File: config.mk
export PLATFORM = sky130hd
export DESIGN_NAME = load_store_unit_flat
export DESIGN_NICKNAME = d
export VERILOG_FILES = /design/src/rtl/load_store_unit_if.sv /design/src/rtl/load_store_unit.sv /design/src/flat_wrapper.sv
export SDC_FILE = /design/constraint.sdc
export NUM_CORES = 1
export LEC_CHECK = 0
export ABC_AREA = 1
export BUFFER_PORTS_ARGS = -buffer_cell sky130_fd_sc_hd__buf_2
export CAP_MARGIN = 20
export CORE_MARGIN = 5
export CORE_UTILIZATION = 43
export DETAILED_ROUTE_END_ITERATION = 10
export PLACE_DENSITY = 0.79
export SLEW_MARGIN = 20
export SYNTH_ARGS = -nofsm -noshare
export SYNTH_HDL_FRONTEND = slang
export SYNTH_SLANG_ARGS = --single-unit
File: constraint.sdc
create_clock -name clk -period 1.75 [get_ports clk]
set_input_delay 0.0875 -clock clk [delete_from_list [all_inputs] [get_ports clk]]
set_output_delay 0.0875 -clock clk [all_outputs]
set_load 0.01 [all_outputs]
File: src/rtl/load_store_unit_if.sv
// rtl/load_store_unit_if.sv - core request/response and data memory bus of the load/store unit
//
// Ports (signals carried):
//   req_valid/req_ready/req_we/req_funct3/req_addr/req_wdata : core request
//   resp_valid/resp_ready/resp_rdata/resp_fault              : core response
//   mem_addr/mem_we/mem_wd/mem_rd                            : word-wide data memory
// Modports: slave = load/store unit view, master = core + memory environment view.

interface load_store_unit_if #(
    parameter int AW = 5
);
    logic          req_valid;
    logic          req_ready;
    logic          req_we;
    logic [2:0]    req_funct3;
    logic [31:0]   req_addr;
    logic [31:0]   req_wdata;
    logic          resp_valid;
    logic          resp_ready;
    logic [31:0]   resp_rdata;
    logic          resp_fault;
    logic [AW-1:0] mem_addr;
    logic          mem_we;
    logic [31:0]   mem_wd;
    logic [31:0]   mem_rd;

    modport slave (
        input  req_valid, req_we, req_funct3, req_addr, req_wdata, resp_ready, mem_rd,
        output req_ready, resp_valid, resp_rdata, resp_fault, mem_addr, mem_we, mem_wd
    );

    modport master (
        output req_valid, req_we, req_funct3, req_addr, req_wdata, resp_ready, mem_rd,
        input  req_ready, resp_valid, resp_rdata, resp_fault, mem_addr, mem_we, mem_wd
    );
endinterface

File: src/rtl/load_store_unit.sv
// rtl/load_store_unit.sv - RISC-V style byte/half/word load/store unit over a word memory
//
// Ports:
//   clk   : clock, all state on posedge
//   reset : synchronous active-high reset
//   bus   : load_store_unit_if.slave (core request/response + data memory)
// Optional feature: define LSU_MISALIGN_CHECK_EN to fault misaligned H/HU/SH and W/SW
// accesses; without it the low address bits below the access size are ignored.
// Sub-word stores are read-modify-write: the old word is captured in the accept
// cycle and the merged word is written in MERGE.

module load_store_unit #(
    parameter int MEM_WORDS = 32
) (
    input  logic                 clk,
    input  logic                 reset,
    load_store_unit_if.slave     bus
);
    localparam int AW = $clog2(MEM_WORDS);

    typedef enum logic [1:0] {IDLE, MERGE, RESP} state_t;

    state_t        state;
    logic [AW-1:0] word_idx;
    logic [31:0]   old_word;
    logic [15:0]   wdata_q;
    logic [1:0]    lane_q;
    logic [1:0]    size_q;
    logic [31:0]   rdata_q;
    logic          fault_q;

    logic          accept;
    logic [AW-1:0] req_idx;
    logic [2:0]    f3;
    logic          illegal;
    logic          misalign;
    logic          fault;
    logic [7:0]    byte_sel;
    logic [15:0]   half_sel;
    logic [31:0]   load_data;
    logic [31:0]   merged;
    logic          unused_addr_bits;

    assign f3               = bus.req_funct3;
    assign req_idx          = bus.req_addr[AW+1:2];
    assign unused_addr_bits = ^bus.req_addr[31:AW+2];

    assign bus.req_ready  = (state == IDLE) && !reset;
    assign accept         = bus.req_valid && bus.req_ready;

    always_comb begin
        illegal = 1'b0;
        if (bus.req_we)
            illegal = !(f3 == 3'b000 || f3 == 3'b001 || f3 == 3'b010);
        else
            illegal = !(f3 == 3'b000 || f3 == 3'b001 || f3 == 3'b010 ||
                        f3 == 3'b100 || f3 == 3'b101);
    end

`ifdef LSU_MISALIGN_CHECK_EN
    assign misalign = ((f3[1:0] == 2'b01) && bus.req_addr[0]) ||
                      ((f3[1:0] == 2'b10) && (bus.req_addr[1:0] != 2'b00));
`else
    assign misalign = 1'b0;
`endif

    assign fault = illegal || misalign;

    // Lane selection: half lanes use addr[1] only, so an unchecked odd half
    // address behaves as if addr[0] were 0.
    assign byte_sel = bus.mem_rd[{bus.req_addr[1:0], 3'b000} +: 8];
    assign half_sel = bus.req_addr[1] ? bus.mem_rd[31:16] : bus.mem_rd[15:0];

    always_comb begin
        load_data = 32'h0;
        case (f3)
            3'b000:  load_data = {{24{byte_sel[7]}}, byte_sel};
            3'b001:  load_data = {{16{half_sel[15]}}, half_sel};
            3'b010:  load_data = bus.mem_rd;
            3'b100:  load_data = {24'h0, byte_sel};
            3'b101:  load_data = {16'h0, half_sel};
            default: load_data = 32'h0;
        endcase
    end

    always_comb begin
        merged = old_word;
        if (size_q == 2'b01) begin
            if (lane_q[1])
                merged[31:16] = wdata_q;
            else
                merged[15:0] = wdata_q;
        end else begin
            merged[{lane_q, 3'b000} +: 8] = wdata_q[7:0];
        end
    end

    // Full-word stores write straight through in the accept cycle; a merge
    // cut short by reset must not write.
    assign bus.mem_we = (accept && bus.req_we && !fault && f3 == 3'b010) ||
                        (state == MERGE && !reset);
    assign bus.mem_wd = (state == MERGE) ? merged : bus.req_wdata;
    assign bus.mem_addr = (state == IDLE) ? req_idx : word_idx;

    assign bus.resp_valid = (state == RESP);
    assign bus.resp_rdata = rdata_q;
    assign bus.resp_fault = fault_q;

    always_ff @(posedge clk) begin
        if (reset) begin
            state    <= IDLE;
            word_idx <= '0;
            old_word <= 32'h0;
            wdata_q  <= 16'h0;
            lane_q   <= 2'b00;
            size_q   <= 2'b00;
            rdata_q  <= 32'h0;
            fault_q  <= 1'b0;
        end else begin
            case (state)
                IDLE: begin
                    if (accept) begin
                        word_idx <= req_idx;
                        if (fault) begin
                            rdata_q <= 32'h0;
                            fault_q <= 1'b1;
                            state   <= RESP;
                        end else if (!bus.req_we) begin
                            rdata_q <= load_data;
                            fault_q <= 1'b0;
                            state   <= RESP;
                        end else begin
                            rdata_q <= 32'h0;
                            fault_q <= 1'b0;
                            if (f3 == 3'b010) begin
                                state <= RESP;
                            end else begin
                                old_word <= bus.mem_rd;
                                lane_q   <= bus.req_addr[1:0];
                                size_q   <= f3[1:0];
                                wdata_q  <= bus.req_wdata[15:0];
                                state    <= MERGE;
                            end
                        end
                    end
                end
                MERGE: state <= RESP;
                RESP: begin
                    if (bus.resp_ready)
                        state <= IDLE;
                end
                default: state <= IDLE;
            endcase
        end
    end
endmodule

File: src/flat_wrapper.sv
// flat-port wrapper written by rule: the top's interface ports become plain ports
module load_store_unit_flat 
#(
    parameter int MEM_WORDS = 32
)
  (clk, reset, bus_req_valid, bus_req_we, bus_req_funct3, bus_req_addr, bus_req_wdata, bus_resp_ready, bus_mem_rd, bus_req_ready, bus_resp_valid, bus_resp_rdata, bus_resp_fault, bus_mem_addr, bus_mem_we, bus_mem_wd);
  load_store_unit_if #(.AW(5)) bus_i ();
  input  logic clk;
  input  logic reset;
  input wire logic [$bits(bus_i.req_valid)-1:0] bus_req_valid;
  input wire logic [$bits(bus_i.req_we)-1:0] bus_req_we;
  input wire logic [$bits(bus_i.req_funct3)-1:0] bus_req_funct3;
  input wire logic [$bits(bus_i.req_addr)-1:0] bus_req_addr;
  input wire logic [$bits(bus_i.req_wdata)-1:0] bus_req_wdata;
  input wire logic [$bits(bus_i.resp_ready)-1:0] bus_resp_ready;
  input wire logic [$bits(bus_i.mem_rd)-1:0] bus_mem_rd;
  output wire logic [$bits(bus_i.req_ready)-1:0] bus_req_ready;
  output wire logic [$bits(bus_i.resp_valid)-1:0] bus_resp_valid;
  output wire logic [$bits(bus_i.resp_rdata)-1:0] bus_resp_rdata;
  output wire logic [$bits(bus_i.resp_fault)-1:0] bus_resp_fault;
  output wire logic [$bits(bus_i.mem_addr)-1:0] bus_mem_addr;
  output wire logic [$bits(bus_i.mem_we)-1:0] bus_mem_we;
  output wire logic [$bits(bus_i.mem_wd)-1:0] bus_mem_wd;
  assign bus_i.req_valid = bus_req_valid;
  assign bus_i.req_we = bus_req_we;
  assign bus_i.req_funct3 = bus_req_funct3;
  assign bus_i.req_addr = bus_req_addr;
  assign bus_i.req_wdata = bus_req_wdata;
  assign bus_i.resp_ready = bus_resp_ready;
  assign bus_i.mem_rd = bus_mem_rd;
  assign bus_req_ready = bus_i.req_ready;
  assign bus_resp_valid = bus_i.resp_valid;
  assign bus_resp_rdata = bus_i.resp_rdata;
  assign bus_resp_fault = bus_i.resp_fault;
  assign bus_mem_addr = bus_i.mem_addr;
  assign bus_mem_we = bus_i.mem_we;
  assign bus_mem_wd = bus_i.mem_wd;
  load_store_unit #(.MEM_WORDS(MEM_WORDS)) u_core (.clk(clk), .reset(reset), .bus(bus_i));
endmodule
Word-level counts from Yosys, hierarchy flattened. Cells that the tools add are included.

Word-level logic and storage cells: 61. Register bits: 92. Bits in writable memories: 0. Latch bits: 0. Memory bits (read-only): 0. Output and inout port bits: 73. Memories: 0.

Reduce and logical (&&, ||, !) cells: 20. Multiplexer cells: 18. Equal/unequal tests: 9. Shift operators: 3. Divide/modulo/power cells: 0. Multiply operators: 0. $add $sub $neg: 1. Bitwise gates (word level): 2. Magnitude comparators: 0.

Operators by type and width (count): $pmux W32 S5 (1); $mux W32 (4); $mux W16 (3); $bwmux W32 (1); $shift A8 B7 Y32 const A (1); $shiftx A32 B6 Y8 (1); $shiftx A8 B7 Y32 (1); $mux W2 (5); $neg A5 Y7 (1); $eq A3 B3 Y1 const B (2); $logic_and A1 B1 Y1 (6); $pmux W2 S3 (1); $logic_or A1 B1 Y1 (5); $mux W5 (1); $reduce_and A5 Y1 (1); $eq A2 B1 Y1 const B (2); $logic_not A1 Y1 (4); $reduce_and A2 Y1 (2); $eq A3 B1 Y1 const B (1); $eq A3 B2 Y1 const B (1); $logic_not A3 Y1 (1); $eq A2 B2 Y1 const B (1); $logic_not A2 Y1 (1); $mux W1 (2); other kinds (3) (4).

Depth between registers and ports, before layout. Gate-level depths: netlist (run 1).

Depth after elaboration: 11. Depth in mapped cells: 10. Mapped depth without buffers: 9.

Worst setup path before layout (run 1). OpenSTA, ideal clock, no wires.

Path type: register to output. From: register u_core.lane_q[0]. To: output port bus_mem_wd[0]. Buffers on the path: 1. Arrival: 1.895 ns. Data required time: 1.662 ns. Cell stages (with the launch flop): 9. Path slack: -0.232 ns. Cell sequence: dfxtp_1 > clkbuf_1 > inv_1 > ha_1 > nor2_1 > nand3_1 > o21ai_1 > nand2_1 > a21oi_1.

Longest elaborated chain between the ends: 5. Elaborated cells on any way between the ends: 6. Classes of those cells: 1 x add/sub; 2 x shift; 3 x mux.

Ends and longest elaborated chain: start, declared (line load_store_unit.sv:27) `logic [1:0] lane_q;`; start signal, assigned (line load_store_unit.sv:139) `lane_q <= bus.req_addr[1:0];`; $neg A5 Y7 (*) (line load_store_unit.sv:94) `merged[{lane_q, 3'b000} +: 8] = wdata_q[7:0];`; $shiftx A8 B7 Y32 / $shift A8 B7 Y32 (equally long branches) (line load_store_unit.sv:94); $bwmux W32 (*) (line load_store_unit.sv:94); $mux W32 (*) (line load_store_unit.sv:88) `if (size_q == 2'b01) begin`; $mux W32 (*) (line load_store_unit.sv:102) `assign bus.mem_wd = (state == MERGE) ? merged : bus.req_wdata;`; end, declared (line flat_wrapper.sv:23) `output wire logic [$bits(bus_i.mem_wd)-1:0] bus_mem_wd;`.

Mark *: on every way between the ends. The rest lies on a longest branch, timed or not.

Final worst setup path (run 1).
From: register u_core.lane_q[0]. To: output port bus_mem_wd[30].

Same word-level chain as after synthesis.

==> results of run 1 <==
==> worst min-delay path, delay by kind of cell <==
kind                   cells  cell delay, ns
AOI/OAI and AO/OA          1            0.07
buffers and inverters      1            0.09
and+or+nand+nor            1            0.07
==> flip-flops by register name, summed over array words and instances, names as in the netlist <==
| signal | cells |
|---|---|
| u_core.lane_q | 2 |
| u_core.old_word | 32 |
| u_core.state | 2 |
| u_core.wdata_q | 16 |
| u_core.size_q | 2 |
| u_core.bus.resp_fault | 1 |
| u_core.bus.resp_rdata | 32 |
| u_core.word_idx | 5 |
==> logic make-up after synthesis <==
group | after synthesis
compound gates | 235
fa+ha+maj | 5
buf+inv | 144
flops | 92
simple gates | 391
==> cell usage in the layout (no fill, tap or decap), types with 3 or more instances in the layout <==
| cell | instances |
|---|---|
| nor3_1 | 3 |
| dlygate4sd3_1 | 4 |
| o22ai_2 | 11 |
| buf_6 | 5 |
| a31oi_1 | 15 |
| inv_4 | 3 |
| a21oi_1 | 89 |
| inv_2 | 3 |
| nor2_4 | 4 |
| buf_4 | 29 |
| inv_1 | 85 |
| nand2_2 | 3 |
| nor2_1 | 120 |
| nand2_1 | 219 |
| clkbuf_16 | 9 |
| nor2_2 | 4 |
| a21oi_2 | 12 |
| bufinv_16 | 3 |
| dfxtp_1 | 90 |
| nand3_1 | 32 |
| buf_2 | 151 |
| o21ai_0 | 85 |
| buf_12 | 3 |
| o21ai_1 | 14 |
==> final cells by class <==
type                    count  area [µm²]
repair buffers            192        1130
well taps                 168         210
inverters                  93         362
fillers                  1164        5080
clock inverters             4        95.1
clock buffers              12         256
flip-flops and latches     92        1850
multi-input cells         631        3080
==> stage by stage <==
step	instances	hold WS (ns)
2_1_floorplan	867	0.230
3_3_place_gp	1168	0.336
3_5_place_dp	1168	0.355
4_1_cts	1189	0.00208
5_1_grt	1192	0.0332
6_report	1192	0.00981
==> worst paths after layout <==
check,start,cells past startpoint,endpoint,slack [ns]
min,bus_req_wdata[4],3,u_core.wdata_q[4],0.01
max reg2reg,u_core.state[1],8,u_core.wdata_q[15],0.22
min reg2reg,u_core.word_idx[0],2,u_core.word_idx[0],0.45
max,u_core.lane_q[0],8,bus_mem_wd[30],-0.21
==> metal layers <==
layer	vias to the layer above	global-route usage, %
met5	-	0
met4	2	10.1
li1	3092	-
met1	2671	29.7
met2	249	36.2
met3	46	6.20
==> power groups by stage <==
stage / clock network (mW) / logic (mW) / registers, mW
after floorplan: 0 / 0.491 / 2.22
after global placement: 0 / 0.821 / 2.22
after detailed placement: 0 / 0.829 / 2.22
after CTS: 2.31 / 0.856 / 2.18
after global routing: 2.41 / 0.991 / 2.18
final: 2.28 / 0.887 / 2.18
==> timing repair <==
action	in CTS	in global routing
hold buffers	4	0
resized for setup	24	36
buffers inserted	1	3
gates cloned	0	0
endpoints found under the hold margin	4	0
endpoints found under the setup margin	32	56
pin swaps	19	8
==> flow_summary_export.csv, run 1 <==
group,metric,value,unit
setup_path,setup.worst_path.start_class,"register",
outcome,outcome,"finished, violations left",
placement,detailed_place_hpwl,12700,µm
detailed_routing,wire_per_inst,14.5,µm
sta,finClkSkew,0.00871,ns
detailed_routing,met1_length,7490,µm
sta,worst-slew-pin-transition,0.615,ns
synth,yosys.area_share.adder,1.18,%
synth,synthesized_area_fraction_occupied_by_and_or_nand_nor_cells,29.6,%
clocking,cts_made_buffers,9,
detailed_routing,routed-wl-met3,1310,µm
pwr,power.switching,1.38,mW
final_layout,fin_util,57.9,%
final_layout,antennaDiodeCount,0,
floorplan,number_of_top_level_design_ports,177,
placement,gp_congestion,0.930,
detailed_routing,antenna_violating_nets_post_route,0,
pwr,total_leakage_power,3.14,nW
clocking,ctsRootBufferMaster,"clkbuf_16",
synth,synth-compound-area-share,23.1,%
final_layout,postLayoutCellArea,6980,µm²
clocking,clk-insertion-delay-late,0.35,ns
pwr,power.density_cell_area,765,nW/µm²
setup_path,path_max_fanout,8,
synth,synthTopCellsByArea,"dfxtp_1 (35%), nand2_1 (16%), a21oi_1 (9.6%)",
global_routing,grt_max_degree,63,
sta,timing.final.max_slew_violations,0,
sta,grt_setup_unrepaired,"true",
synth,yosys_register_bits,92,
detailed_routing,iter_0_drt_violations,553,
clocking,h-tree-depth,3,
detailed_routing,route.vias.total,6060,
synth,postSynth.asyncResetShare,0,%
synth,synth_sequential_area_ratio,34.8,%
pwr,power.switching_fraction,25.9,%
pwr,combinationalPowerShare,16.6,%
outcome,failed_checks,"negative setup slack",
floorplan,floorplan.rows,40,
setup_path,cp.arrival,1.87,ns
synth,mappedNetlistNets,976,
synth,synthesized_netlist_cell_count,867,
sta,setup-violations-final,32,
clocking,tritoncts,"done",
synth,synth-edff-count,0,
setup_path,path_delay_family,"buffers and inverters",
clocking,clk_pin_slew,0.07,ns
global_routing,overflow,0,
detailed_routing,avgViaCountPerCell,5.08,
synth,mappedNetlistArea,5290,µm²
placement,place_ws,-0.0183,ns
sta,max_freq,510,MHz
hold_path,min_path_type,"in -> reg",
synth,synthDistinctLibCells,28,
setup_path,cp_data_required_time,1.66,ns
placement,post_dp_cell_area,6320,µm²
detailed_routing,route.top_layer_used,"met5",
sta,layout_min_cycle_time,1.96,ns
global_routing,gr-usage-all-layers,23.1,%
setup_path,path_cells,"inv_6, ha_4, nand3b_1, buf_6, nor2_2, o21ai_1, a31oi_1, buf_2",
setup_path,timing.critical_path.to_type,"primary output",
pwr,worst_ir_drop_vdd,726,µV
synth,post-synth-top-area-fraction,34.8,%
setup_path,critPathMaxStageDelay,0.37,ns
synth,synth_top_flop_cell,"dfxtp_1",
sta,worst_slack,-0.210,ns
synth,synthesis.yosys.warnings,0,
flow_run,maxCapViolations,0,
final_layout,finish.net_count,1128,
sta,timing.max_slew.rel_slack,58.9,%
pwr,internal_power,3.96,mW
setup_path,worst-path-buf-inv,3,
synth,main_combinational_cell_family_by_area_after_synthesis,"simple AND/OR/NAND/NOR gates",
synth,synth_common_cells,"nand2_1 (222), nor2_1 (123), a21oi_1 (101)",
floorplan,die-area,14600,µm²
synth,synth_area_leader_cell,"dfxtp_1",
pwr,total_power_after_layout,5.34,mW
sta,final_tns_setup,-4.51,ns
floorplan,floorplan.die.height,121,µm
detailed_routing,drc,0,
detailed_routing,drt_pre_antenna_iters,5,
synth,xor_and_xnor_fraction_of_the_mapped_netlist_area,0,%
floorplan,core-area,12100,µm²
placement,io_buf_count,151,
final_layout,drive_gt1_share,25.1,%
global_routing,grt_pass1_vias,5637,
pwr,sequential_power_share,40.7,%
global_routing,grt_antenna_before_repair,1,
pwr,power_frac_clock,42.6,%
floorplan,die_width,121,µm
sta,timing.final.hold_violations,0,
synth,synthMostInstantiatedCell,"nand2_1",
clocking,cts.sink_count,92,
clocking,cts.path.max_buffers,2,
setup_path,crit_type,"reg -> out",
synth,synth.area.mux_share,0,%
detailed_routing,wirelength,17300,µm
floorplan,initial_core_util,43.9,%
sta,post-route-period-util,112,%
global_routing,grt_pass1_wl,27100,µm
setup_path,critPathSlowestCell,"dfxtp_4",
synth,avgSynthCellArea,6.10,µm²
final_layout,syn_to_final_growth,32.0,%
detailed_routing,dr_wl_met2,7830,µm
Note: power is estimated with default switching activity, not from simulation.
==> run 2: changes to the inputs <==
--- a/config.mk
+++ b/config.mk
@@ -6,13 +6,16 @@
 export NUM_CORES = 1
 export LEC_CHECK = 0
 export ABC_AREA = 1
-export BUFFER_PORTS_ARGS = -buffer_cell sky130_fd_sc_hd__buf_2
+export BUFFER_PORTS_ARGS = -buffer_cell sky130_fd_sc_hd__clkbuf_2
 export CAP_MARGIN = 20
+export CELL_PAD_IN_SITES_DETAIL_PLACEMENT = 0
+export CELL_PAD_IN_SITES_GLOBAL_PLACEMENT = 1
 export CORE_MARGIN = 5
-export CORE_UTILIZATION = 43
+export CORE_UTILIZATION = 31
 export DETAILED_ROUTE_END_ITERATION = 10
-export PLACE_DENSITY = 0.79
+export PLACE_DENSITY = 0.83
 export SLEW_MARGIN = 20
 export SYNTH_ARGS = -nofsm -noshare
 export SYNTH_HDL_FRONTEND = slang
 export SYNTH_SLANG_ARGS = --single-unit
+export TNS_END_PERCENT = 30
==> flow_summary_export.csv, run 2 (synthesized netlist as in run 1, its figures left out) <==
group,metric,value,unit
flow_run,maxCapViolations,0,
pwr,internal_power,3.64,mW
sta,timing.final.max_slew_violations,0,
pwr,power.switching,1.44,mW
setup_path,cp.arrival,1.86,ns
detailed_routing,met1_length,8560,µm
pwr,combinationalPowerShare,17.8,%
floorplan,initial_core_util,31.8,%
sta,max_freq,514,MHz
pwr,total_leakage_power,3.12,nW
floorplan,die_width,141,µm
setup_path,timing.critical_path.to_type,"primary output",
final_layout,multi_input_area,3060,µm²
final_layout,finish.net_count,1131,
detailed_routing,wirelength,18200,µm
floorplan,floorplan.die.height,141,µm
sta,post-route-period-util,111,%
sta,worst-slew-pin-transition,0.598,ns
final_layout,fin_util,42.0,%
outcome,outcome,"finished, violations left",
placement,gp_congestion,0.901,
hold_path,min_path_type,"in -> reg",
detailed_routing,dr_wl_met2,8120,µm
sta,worst_slack,-0.195,ns
global_routing,grt_antenna_before_repair,0,
detailed_routing,avgViaCountPerCell,4.69,
setup_path,path_max_fanout,4,
outcome,failed_checks,"negative setup slack",
detailed_routing,wire_per_inst,14.6,µm
final_layout,register_area,1840,µm²
placement,io_buf_count,151,
global_routing,overflow,0,
global_routing,grt_pass1_wl,28800,µm
pwr,worst_ir_drop_vdd,443,µV
floorplan,number_of_top_level_design_ports,177,
setup_path,cp_data_required_time,1.66,ns
floorplan,floorplan.rows,47,
sta,grt_setup_unrepaired,"true",
detailed_routing,antenna_violating_nets_post_route,0,
clocking,clk_pin_slew,0.07,ns
detailed_routing,drt_pre_antenna_iters,5,
floorplan,core-area,16600,µm²
sta,layout_min_cycle_time,1.94,ns
clocking,cts_made_buffers,9,
clocking,h-tree-depth,3,
pwr,sequential_power_share,42.9,%
final_layout,antennaDiodeCount,0,
detailed_routing,route.top_layer_used,"met4",
detailed_routing,drc,0,
setup_path,setup.worst_path.start_class,"register",
sta,finClkSkew,0.00568,ns
floorplan,die-area,19800,µm²
sta,setup-violations-final,31,
pwr,power.switching_fraction,28.3,%
detailed_routing,routed-wl-met3,1010,µm
final_layout,syn_to_final_growth,32.1,%
clocking,clk-insertion-delay-late,0.35,ns
detailed_routing,iter_0_drt_violations,397,
sta,timing.final.hold_violations,0,
pwr,power_frac_clock,39.4,%
clocking,cts.path.max_buffers,2,
final_layout,filler_cell_count,1833,
placement,detailed_place_hpwl,14000,µm
global_routing,grt_max_degree,63,
placement,place_ws,0.0290,ns
sta,timing.max_slew.rel_slack,60.1,%
pwr,power.density_cell_area,726,nW/µm²
clocking,cts.sink_count,92,
final_layout,mostFrequentLayoutCells,"nand2_1 (219), clkbuf_2 (131), nor2_1 (120), dfxtp_1 (90), o21ai_0 (89)",
detailed_routing,route.vias.total,5846,
final_layout,layout_commonest_cell,"nand2_1",
clocking,tritoncts,"done",
setup_path,crit_type,"reg -> out",
final_layout,drive_gt1_share,24.7,%
global_routing,gr-usage-all-layers,18.2,%
clocking,ctsRootBufferMaster,"clkbuf_16",
global_routing,grt_pass1_vias,5487,
[run 2: cell types whose count changed in the layout (fill, tap and decap cells not counted), sizes merged]
cell / change
buf: -132
clkinv: +2
clkbuf: +131
bufinv: -2
dlygate4sd3: +4
[run 2: through the flow]
| step | hold WS (ns) | setup TNS, ns | total power [mW] | std cells | cell area [µm²] |
|---|---|---|---|---|---|
| 2_1_floorplan | 0.230 | -0.0210 | 2.71 | 867 | 5330 |
| 3_3_place_gp | 0.339 | 0 | 3.08 | 1221 | 6410 |
| 3_5_place_dp | 0.347 | 0 | 3.08 | 1221 | 6410 |
| 4_1_cts | 0.00191 | -4.57 | 5.11 | 1247 | 6890 |
| 5_1_grt | 0.0239 | -7.59 | 5.32 | 1247 | 6990 |
| 6_report | 0.0123 | -4.21 | 5.08 | 1247 | 6990 |
[run 2: final timing paths]
kind / cells past startpoint / endpoint / slack, ns / startpoint
worst min-delay path: 3 / u_core.old_word[19] / 0.01 / bus_mem_rd[19]
worst max register to register: 8 / u_core.old_word[9] / 0.22 / u_core.state[1]
worst min register to register: 2 / u_core.word_idx[1] / 0.45 / u_core.word_idx[1]
worst max-delay path: 8 / bus_mem_wd[26] / -0.19 / u_core.lane_q[0]
[run 2: layer usage]
metal | GRT usage, % | vias to the layer above
met5 | 0 | -
met4 | 6.58 | 0
met1 | 24.6 | 2550
li1 | - | 3107
met3 | 3.69 | 29
met2 | 28.6 | 160
[run 2: final cells by class]
class / count / share of cell area [%]
flip-flops and latches: 92 / 26.4
repair buffers: 195 / 16.6
inverters: 93 / 5.07
well taps: 220 / 3.94
clock buffers: 12 / 3.53
multi-input cells: 631 / 43.7
clock inverters: 4 / 0.698
[run 2: repair_timing]
action	4_1_cts	5_1_grt
setup buffers	2	0
hold endpoints to repair	8	0
hold buffers	8	0
setup endpoints to repair	33	33
pin swaps	14	6
resized for setup	23	41
[run 2: critical path: stages (launching register included)]
cell and delay (ns):
dfxtp_2 0.35, inv_4 0.05, ha_4 0.26, nand3b_1 0.19, buf_4 0.17, o22ai_1 0.10, nand2_1 0.11, a21oi_2 0.12
buf_2 0.14
[run 2: power groups by stage]
stage	Combinational, mW	Clock [mW]	Sequential [mW]
floorplan	0.491	0	2.22
global placement	0.856	0	2.22
detailed placement	0.856	0	2.22
CTS	0.889	2.04	2.17
global route	1.01	2.13	2.18
finish	0.901	2.00	2.18
==> run 3: changes to the inputs <==
--- a/config.mk
+++ b/config.mk
@@ -11,9 +11,10 @@
 export CELL_PAD_IN_SITES_DETAIL_PLACEMENT = 0
 export CELL_PAD_IN_SITES_GLOBAL_PLACEMENT = 1
 export CORE_MARGIN = 5
-export CORE_UTILIZATION = 31
+export CORE_UTILIZATION = 34
+export CTS_CLUSTER_SIZE = 16
 export DETAILED_ROUTE_END_ITERATION = 10
-export PLACE_DENSITY = 0.83
+export PLACE_DENSITY = 0.86
 export SLEW_MARGIN = 20
 export SYNTH_ARGS = -nofsm -noshare
 export SYNTH_HDL_FRONTEND = slang
==> constraint.sdc (replaced) <==
create_clock -name clk -period 1.95 [get_ports clk]
set_input_delay 0.0975 -clock clk [delete_from_list [all_inputs] [get_ports clk]]
set_output_delay 0.0975 -clock clk [all_outputs]
set_load 0.01 [all_outputs]
==> flow_summary_export.csv, run 3 (synthesized netlist as in run 1, its figures left out) <==
group,metric,value,unit
outcome,outcome,"finished, violations left",
outcome,failed_checks,"negative setup slack",
global_routing,gr-usage-all-layers,19.4,%
floorplan,floorplan.die.height,135,µm
detailed_routing,drc,0,
global_routing,grt_max_degree,63,
floorplan,die_width,135,µm
final_layout,drive_gt1_share,24.3,%
sta,worst-slew-pin-transition,0.503,ns
final_layout,mostFrequentLayoutCells,"nand2_1 (216), clkbuf_2 (129), nor2_1 (122), a21oi_1 (92), dfxtp_1 (90)",
sta,post-route-period-util,102,%
hold_path,min_path_type,"in -> reg",
global_routing,grt_pass1_wl,28300,µm
sta,max_freq,501,MHz
global_routing,grt_antenna_before_repair,0,
final_layout,syn_to_final_growth,29.6,%
detailed_routing,wire_per_inst,14.8,µm
detailed_routing,routed-wl-met3,1210,µm
detailed_routing,antenna_violating_nets_post_route,0,
detailed_routing,iter_0_drt_violations,386,
floorplan,core-area,15300,µm²
setup_path,path_max_fanout,7,
detailed_routing,wirelength,18200,µm
clocking,clk_pin_slew,0.07,ns
floorplan,initial_core_util,34.7,%
detailed_routing,met1_length,8260,µm
clocking,tritoncts,"done",
detailed_routing,avgViaCountPerCell,4.84,
setup_path,cp.arrival,1.90,ns
clocking,cts.sink_count,92,
placement,numPlacedInstances,1202,
clocking,ctsRootBufferMaster,"clkbuf_16",
sta,timing.max_slew.rel_slack,66.5,%
sta,worst_slack,-0.0452,ns
global_routing,grt_pass1_vias,5353,
final_layout,finish.net_count,1120,
detailed_routing,route.top_layer_used,"met4",
sta,timing.final.max_slew_violations,0,
clocking,h-tree-depth,3,
placement,detailed_place_hpwl,13700,µm
sta,finClkSkew,0.00788,ns
detailed_routing,dr_wl_met2,8390,µm
placement,io_buf_count,151,
sta,layout_min_cycle_time,2.00,ns
floorplan,die-area,18200,µm²
floorplan,number_of_top_level_design_ports,177,
placement,gp_congestion,0.893,
flow_run,maxCapViolations,0,
detailed_routing,route.vias.total,5949,
final_layout,layout_commonest_cell,"nand2_1",
sta,timing.final.hold_violations,0,
clocking,clk-insertion-delay-late,0.35,ns
final_layout,filler_cell_count,1652,
pwr,worst_ir_drop_vdd,500,µV
sta,setup-violations-final,6,
setup_path,cp_data_required_time,1.85,ns
detailed_routing,drt_pre_antenna_iters,6,
sta,final_tns_setup,-0.136,ns
final_layout,final-instance-count-excl-fill,1228,
clocking,cts_made_buffers,9,
setup_path,timing.critical_path.to_type,"primary output",
setup_path,setup.worst_path.start_class,"register",
pwr,total_leakage_power,3.08,nW
pwr,power.density_cell_area,668,nW/µm²
global_routing,overflow,0,
clocking,cts.path.max_buffers,2,
floorplan,floorplan.rows,45,
sta,grt_setup_unrepaired,"true",
setup_path,crit_type,"reg -> out",
==> run 3: path summary, 6_finish.rpt <==
| kind | from | slack (ns) | to | depth (start not counted) |
|---|---|---|---|---|
| worst max-delay path | u_core.lane_q[0] | -0.05 | bus_mem_wd[17] | 8 |
| worst min-delay path | bus_req_wdata[3] | 0.01 | u_core.wdata_q[3] | 3 |
| worst max register to register | u_core.state[1] | 0.22 | u_core.wdata_q[0] | 8 |
| worst min register to register | u_core.word_idx[0] | 0.45 | u_core.word_idx[0] | 2 |
==> run 3: report_power, final <==
group	switching [mW]	internal, mW	total, mW
Sequential	0.0236	1.93	1.95
Clock	0.801	1.04	1.84
Combinational	0.498	0.292	0.790
Total	1.32	3.26	4.58
==> run 3: timing repair <==
item,4_1_cts,5_1_grt
setup buffers,5,2
hold buffers,2,0
resized for setup,32,38
pin swaps,15,14
endpoints found under the setup margin,31,30
hold endpoints to repair,2,0
==> run 3: critical path, cell delays in order, from the launching register on <==
cell and delay (ns):
dfxtp_2 0.36, inv_4 0.06, ha_4 0.29, nand3_2 0.10, o21ai_1 0.14, buf_4 0.16, nand2_1 0.05, a31oi_1 0.20
clkbuf_2 0.18
==> run 3: stage by stage <==
stage	hold WS, ns	setup WS [ns]	instance area [µm²]	total power [mW]	utilization (%)
after detailed placement	0.364	0.112	6290	2.74	41.2
after global routing	0.0235	-0.133	6860	4.79	44.9
after CTS	0.00401	-0.0399	6780	4.61	44.5
final	0.0115	-0.0452	6860	4.58	44.9
after floorplan	0.243	0.0255	5300	2.43	-
after global placement	0.355	0.147	6290	2.74	41.2
==> run 3: metal layers <==
| metal | up-vias | global-route usage [%] |
|---|---|---|
| li1 | 3086 | - |
| met2 | 177 | 30.8 |
| met3 | 20 | 4.84 |
| met1 | 2666 | 26.5 |
| met5 | - | 0 |
| met4 | 0 | 4.98 |
==> run 3: cell type report <==
class | count | area (µm²) | share of cell area [%]
Clock buffer | 10 | 239 | 3.48
Sequential cell | 92 | 1840 | 26.9
Antenna cell | 1 | 2.50 | 0.0365
Multi-Input combinational cell | 631 | 3030 | 44.1
Tap cell | 211 | 264 | 3.85
Clock inverter | 6 | 72.6 | 1.06
Inverter | 93 | 357 | 5.20
Timing Repair Buffer | 184 | 1050 | 15.4
